===== config.mk =====
export PLATFORM = sky130hd
export DESIGN_NAME = tpic_refresh_ctrl
export DESIGN_NICKNAME = d
export VERILOG_FILES = /design/src/rtl/tpic_refresh_ctrl.sv
export SDC_FILE = /design/constraint.sdc
export NUM_CORES = 2
export LEC_CHECK = 0
export ABC_AREA = 1
export CAP_MARGIN = 10
export CORE_MARGIN = 8
export CORE_UTILIZATION = 55
export CTS_CLUSTER_SIZE = 28
export DETAILED_ROUTE_END_ITERATION = 7
export GPL_TIMING_DRIVEN = 0
export PLACE_DENSITY = 0.75
export SYNTH_ARGS = -nofsm -noshare
export SYNTH_HDL_FRONTEND = slang
export SYNTH_SLANG_ARGS = --single-unit

===== constraint.sdc =====
create_clock -name clk -period 2.4 [get_ports clk]
set_clock_uncertainty 0.15 [all_clocks]
set_input_delay 0.48 -clock clk [delete_from_list [all_inputs] [get_ports clk]]
set_output_delay 0.48 -clock clk [all_outputs]
set_load 0.03 [all_outputs]

===== src/rtl/tpic_refresh_ctrl.sv =====
// Serializes the relay image into a daisy-chained TPIC driver string, latches it,
// and checks the previously latched frame as it comes back out of the chain's SO pin.
module tpic_refresh_ctrl #(
  parameter int unsigned WIDTH       = 432,
  parameter int unsigned CLK_DIV     = 2,
  parameter int unsigned REFRESH_CYC = 50000
) (
  input  logic             clk,
  input  logic             reset,
  input  logic [WIDTH-1:0] data,
  input  logic             force_req,
  input  logic             err_clr,
  input  logic             sin,
  output logic             sclk,
  output logic             sout,
  output logic             rck,
  output logic             g_n,
  output logic             busy,
  output logic             frame_done,
  output logic             verify_err,
  output logic [15:0]      frame_cnt
);

  localparam int unsigned DW     = (CLK_DIV > 1) ? $clog2(CLK_DIV) : 1;
  localparam int unsigned BW     = $clog2(WIDTH);
  localparam int unsigned TW     = (REFRESH_CYC > 1) ? $clog2(REFRESH_CYC) : 1;
  localparam int unsigned RLAST  = (REFRESH_CYC == 0) ? 0 : REFRESH_CYC - 1;
  localparam logic [TW-1:0] RLAST_T = TW'(RLAST);

  typedef enum logic [2:0] {IDLE, LOAD, SHIFT, LATCH, GAP} state_t;

  state_t           state, state_nxt;
  logic [DW-1:0]    div_cnt;
  logic             hi;
  logic [BW-1:0]    bit_cnt;
  logic [WIDTH-1:0] shreg, snap, cap, last_sent;
  logic             hold_bit;
  logic             have_prev;
  logic             pending;
  logic [TW-1:0]    timer;

  logic div_last, bit_last, timer_exp, start;

  assign div_last  = (div_cnt == DW'(CLK_DIV - 1));
  assign bit_last  = (bit_cnt == BW'(WIDTH - 1));
  assign timer_exp = (REFRESH_CYC != 0) && (timer == RLAST_T);
  assign start     = pending | force_req | (data != last_sent) | timer_exp;

  always_ff @(posedge clk) begin
    if (!reset) state <= IDLE;
    else        state <= state_nxt;
  end

  always_comb begin
    state_nxt  = state;
    sclk       = 1'b0;
    sout       = 1'b0;
    rck        = 1'b0;
    busy       = 1'b0;
    frame_done = 1'b0;
    case (state)
      IDLE:  if (start) state_nxt = LOAD;
      LOAD: begin
        busy      = 1'b1;
        state_nxt = SHIFT;
      end
      SHIFT: begin
        busy = 1'b1;
        sclk = hi;
        // shreg has already advanced in the high phase, so hold the bit being clocked
        sout = hi ? hold_bit : shreg[WIDTH-1];
        if (div_last && hi && bit_last) state_nxt = LATCH;
      end
      LATCH: begin
        busy = 1'b1;
        rck  = 1'b1;
        if (div_last) begin
          frame_done = 1'b1;
          state_nxt  = GAP;
        end
      end
      GAP: begin
        busy = 1'b1;
        if (div_last) state_nxt = IDLE;
      end
      default: state_nxt = IDLE;
    endcase
  end

  always_ff @(posedge clk) begin
    if (!reset) begin
      div_cnt    <= '0;
      hi         <= 1'b0;
      bit_cnt    <= '0;
      shreg      <= '0;
      snap       <= '0;
      cap        <= '0;
      last_sent  <= '0;
      hold_bit   <= 1'b0;
      have_prev  <= 1'b0;
      pending    <= 1'b0;
      timer      <= '0;
      g_n        <= 1'b1;
      verify_err <= 1'b0;
      frame_cnt  <= '0;
    end else begin
      if (state == IDLE && !start) timer <= timer + TW'(1);
      else                         timer <= '0;

      if (state == LOAD)                     pending <= force_req;
      else if (state != IDLE && force_req)   pending <= 1'b1;

      if (state == SHIFT || state == LATCH || state == GAP)
        div_cnt <= div_last ? '0 : div_cnt + DW'(1);
      else
        div_cnt <= '0;

      if (state == LOAD) begin
        shreg   <= data;
        snap    <= data;
        bit_cnt <= '0;
        hi      <= 1'b0;
      end

      if (state == SHIFT && div_last) begin
        if (!hi) begin
          cap      <= {cap[WIDTH-2:0], sin};
          hold_bit <= shreg[WIDTH-1];
          shreg    <= {shreg[WIDTH-2:0], 1'b0};
          hi       <= 1'b1;
        end else begin
          hi      <= 1'b0;
          bit_cnt <= bit_cnt + BW'(1);
        end
      end

      // compare against last_sent before it is overwritten with this frame's image
      if (state == LATCH && div_last) begin
        frame_cnt <= frame_cnt + 16'd1;
        last_sent <= snap;
        g_n       <= 1'b0;
        have_prev <= 1'b1;
      end

      if (state == LATCH && div_last && have_prev && (cap != last_sent))
        verify_err <= 1'b1;
      else if (err_clr)
        verify_err <= 1'b0;
    end
  end

endmodule

Word level (Yosys, flattened, before mapping)

Index checks and enable logic that the tools add are counted.

Flip-flop bits (word level): 1779
Input bits: 437
Output and inout port bits: 23

Add/sub/neg operators: 4
Equal/unequal tests: 12
Multiplexer cells: 25
Bitwise gates (word level): 6
Reductions and logical operators: 21

Operator list:

| cell                                                                  | number |
|---|---|
| 432-bit two-way mux                                                   | 3 |
| 432-bit != test                                                       | 2 |
| 16-bit by 1-bit adder with 16-bit output, second input constant       | 2 |
| 9-bit two-way mux                                                     | 3 |
| 16-bit equality test, second input constant                           | 1 |
| 3-bit case mux with 5 select lines                                    | 1 |
| 1-bit two-way mux                                                     | 14 |
| 3-bit two-way mux                                                     | 4 |
| 9-bit by 1-bit adder with 9-bit output, second input constant         | 1 |
| 9-bit equality test, second input constant                            | 1 |
| 1-bit logical AND                                                     | 8 |
| 2-bit != test, second input constant                                  | 4 |
| 3-bit by 2-bit equality test with 1-bit output, second input constant | 2 |
| 2-bit nonzero test                                                    | 3 |
| 2-bit AND reduction                                                   | 2 |
| 4-bit AND reduction                                                   | 1 |
| 4-bit OR reduction                                                    | 1 |
| 3-bit by 1-bit equality test with 1-bit output, second input constant | 1 |
| 3-bit equality test, second input constant                            | 1 |
| 3-bit logical NOT                                                     | 1 |
| 1-bit NOT                                                             | 3 |
| 1-bit bitwise OR                                                      | 3 |
| 3-bit nonzero test                                                    | 1 |
| 3-bit OR reduction                                                    | 1 |
| 3 further kinds                                                       | 4 |

Depth between registers and ports, before layout

Depth after elaboration: 6
Depth in mapped cells: 16

Least setup slack after synthesis

No wires, ideal clock.

Path kind: register to output
From: register state[1]
To: output port frame_done
Arrival time: 1.519 ns
Required time: 1.770 ns
Slack: 0.251 ns
Cell stages (with the launch flop): 8
Buffers on the path: 3
Cell sequence: dfxtp_1 -> inv_2 -> nor2_4 -> nand2_2 -> buf_6 -> inv_1 -> clkbuf_1 -> buf_2

Cells in the longest elaborated chain, start to end: 2

RTL lines:

| item                                           | line | source |
|---|---|---|
| from (decl)                                    | 32   | `state_t state, state_nxt;` |
| from (signal assigned)                         | 51   | `else state <= state_nxt;` |
| 3-bit by 2-bit equality test with 1-bit output | 61   | `case (state)` |
| 1-bit two-way mux                              | 61   |  |
| to (decl)                                      | 19   | `output logic frame_done,` |

No other way between the ends.

Final worst setup path

From: register state[2]
To: output port frame_done

The elaborated chain is that of the path after synthesis.

==> summary.md <==
| Metric | Value |
|---|---|
| Max cap viols | `0` |
| DR iter-0 viols | `between 6,000 and 7,000` |
| Synth async-reset ratio | `0%` |
| Final Setup Violations | `2` |
| Port Buffer Count | `about 460` |
| Met3 Resource Use GR | `between 7 and 8%` |
| Met2 usage | `50.9%` |
| DIE HEIGHT | `384 um` |
| Clk pin slew, worst setup/hold paths | `60 ps` |
| Worst path arrival time | `between 1500 and 2000 ps` |
| Clock period minus worst slack | `2520 ps` |
| Yosys top cell area share | `a little under half` |
| Vias in the first global route | `approximately 67,000` |
| DP Wirelength | `between 150,000 and 200,000 um` |
| RSZ-0062 raised after global routing | `yes` |
| Highest clock rate | `~0.4 GHz` |
| Pwr Density | `920 nW/um2` |
| Cell taking the most area after synthesis | `dfxtp_1` |
| Worst R2R End | `last_sent[93]$_SDFFE_PN0P_` |
| DR WL/cell | `~19 um` |
| Worst setup endpoint | `frame_done` |
| Routability cong. | `0.943` |
| Std cell rows | `between 100 and 150` |
| First drt pass iteration count | `8` |
| H-tree depth | `4` |
| CP Max Fanout | `4` |
| Setup WS post-layout | `-121 ps` |
| R2r startpoint | `state[2]$_SDFFE_PN0P_` |
| IO Count | `between 400 and 500` |
| R2r setup slk | `10 ps` |
| Initial core utilization | `55.2%` |
| Final-stage net count | `about 11,000` |
| WS Path Type | `register to output port` |
| Worst vdd rail ir drop | `0.761 mV` |
| GRT met1 Usage | `roughly two fifths` |
| Sequential Area | `35,700 um2` |
| Netlist Area Pre-Place | `roughly 75,000 um2` |
| Grt peak-use layer | `met2` |
| Total wire length | `~250,000 um` |
| Distinct cells, synth | `just over 40` |
| Most common cell after layout, fill and taps aside | `nand2_1` |
| Placed Area | `approximately 82,000 um2` |
| Crit share post-route | `105%` |
| Status | `complete, but fails checks` |
| DIE AREA | `148,000 um2` |
| Most common flop cell mapped by yosys | `dfxtp_1` |
| Worst EP required | `approximately 1800 ps` |
| Via count | `between 70,000 and 80,000` |
| Layout fillers | `roughly 12,000` |
| Worst-margin pin slew | `about 1300 ps` |
| Via density | `between 5 and 6` |
| Total core area | `135,000 um2` |
| Total GRT Usage | `between 30% and 40%` |
| Placed cells | `12,500` |
| Failing checks | `setup timing` |
| Multi-input logic area | `between 30,000 and 40,000 um2` |
| Min-Delay Path Class | `input pin to register` |
| ANT nets after route | `0` |
| Cell count after synthesis | `10,200` |
| Global-route wire length before repair | `between 300,000 and 400,000 um` |
| Clock tree root buffer cell | `clkbuf_16` |
| CTS tree | `yes` |
| CTS max path bufs | `3` |
| Hold path cells | `3` |
| Final hold viol count | `0` |
| Final design instance area without fill | `88,500 um2` |
| Most frequent cells in the layout | `nand2_1, dfxtp_1, o21ai_0, a21oi_1, nor2_1` |
| Synth Net Count | `10,700` |
| CP endpoint kind | `output port` |
| Worst slew margin | `~14%` |
| Synth area leaders | `dfxtp_1, nand2_1, o21ai_0` |
| Gr ovfl total | `0` |
| Flops & latches, synth | `1,779` |
| Worst r2r path cells | `10` |
| Drt drc | `0` |
| Clock sinks | `about 1,800` |
| Max-slew violation count | `0` |
| CP startpoint | `state[2]$_SDFFE_PN0P_` |
| Worst skew pair latency | `roughly 800 ps` |
| Post-synthesis sequential area ratio | `47.7%` |
| Startpoint Class | `register` |
| Share of cells above drive strength 1 | `between 6 and 7%` |
| Syn Area/Cell | `~7.3 um2` |
| Total CTS buffers | `between 150 and 200` |
| Fin cells | `around 13,000` |
| Pleak | `35.4 nW` |
| Initial antenna violation count | `37` |
| Chip width | `between 300 and 400 um` |
| Hold buffer count at CTS | `0` |
| Area Growth Syn to Fin | `18.6%` |
| Synthesis Warnings | `0` |
| Number of synthesized flops with an enable pin | `0` |
| Largest net degree at the start of global routing | `17` |
worst max-delay path: stages, from the launching register on:
cell,delay (ps)
dfxtp_2,330
inv_2,80
nand2_4,60
nor2_4,110
nand2_4,70
buf_12,140
clkinv_8,40
clkbuf_16,130
buf_8,120
worst min-delay path by stage:
| stage | start | to |
|---|---|---|
| after floorplan | timer[0]$_SDFF_PN0_ | timer[0]$_SDFF_PN0_ |
| final | force_req | pending$_SDFFE_PN0P_ |
| after global placement | timer[0]$_SDFF_PN0_ | timer[0]$_SDFF_PN0_ |
| after detailed placement | timer[0]$_SDFF_PN0_ | timer[0]$_SDFF_PN0_ |
| after global routing | force_req | pending$_SDFFE_PN0P_ |
| after CTS | force_req | pending$_SDFFE_PN0P_ |
repair_timing:
| action | 4_1_cts | 5_1_grt |
|---|---|---|
| pin swaps | 7 | 21 |
| cloned | 0 | 0 |
| endpoints found under the setup margin | 1744 | 941 |
| resized for setup | 236 | 428 |
| setup buffers | 15 | 4 |
where the power goes:
group / switching (W) / internal, W / total, W
Clock: 0.0120 / 0.0161 / 0.0281
Sequential: 0.00237 / 0.0337 / 0.0361
Combinational: 0.0115 / 0.00573 / 0.0172
Total: 0.0258 / 0.0556 / 0.0814
cell type report:
class                   count  share of cell area, %
multi-input cells        7148                   38.7
clock buffers             269                   6.00
repair buffers            484                   5.52
diodes                     28                 0.0792
plain buffers             624                   3.34
clock inverters            56                  0.584
well taps                1781                   2.52
flip-flops and latches   1779                   40.3
inverters                 693                   2.96
per-layer routing:
layer | part of all wire, % | vias up
li1 | - | 34600
met4 | 5.6 | 26
met3 | 9.2 | 661
met2 | 45 | 2831
met1 | 41 | 33200
met5 | 0.072 | -
synth_stat cells, types with 2 or more instances:
library cell / instances
a211oi_1: 4
a21oi_1: 1015
a31oi_1: 435
a41oi_1: 2
buf_1: 12
buf_2: 101
buf_6: 2
clkbuf_1: 513
dfxtp_1: 1779
ha_1: 3
inv_1: 672
inv_2: 20
nand2_1: 2789
nand2_2: 3
nand3_1: 63
nand3_2: 3
nand3b_1: 2
nand4_1: 68
nor2_1: 973
nor2_2: 7
nor2_4: 2
nor3_1: 30
nor3_2: 3
nor3b_1: 3
nor4_1: 2
nor4_2: 2
o21a_1: 3
o21ai_0: 1178
o21ai_1: 4
or2_2: 2
xnor2_1: 504
xor2_1: 40
kinds of logic (layout without fill, tap and decap cells):
| group | Yosys count | after routing | synth area share (%) |
|---|---|---|---|
| simple gates | 3956 | 3956 | 20.5 |
| fa+ha+maj | 3 | 3 | 0.0503 |
| other cells | 0 | 28 | 0 |
| compound gates | 2645 | 2645 | 18.5 |
| buf+inv | 1321 | 2126 | 6.83 |
| flops | 1779 | 1779 | 47.7 |
| xor+xnor | 544 | 544 | 6.38 |
sequential cells by signal (all words and copies together) (netlist names), 3 cells and up:
| register | flops |
|---|---|
| cap | 432 |
| last_sent | 432 |
| shreg | 432 |
| snap | 432 |
| frame_cnt | 16 |
| timer | 16 |
| bit_cnt | 9 |
| state | 3 |
through the flow:
step / setup TNS (ps) / hold slack, ps / utilization [%] / power (W) / worst slack (ps)
global route: -1380 / 128 / 65.4 / 0.0849 / -207
global placement: -1047270 / 278 / 60.3 / 0.0526 / -1430
floorplan: 0 / 268 / - / 0.0466 / 251
detailed placement: -947150 / 291 / 60.4 / 0.0531 / -1430
finish: -194 / 135 / 65.5 / 0.0814 / -121
CTS: -12870 / 88.2 / 65.1 / 0.0810 / -310
Power figures use the tool's default switching activity.
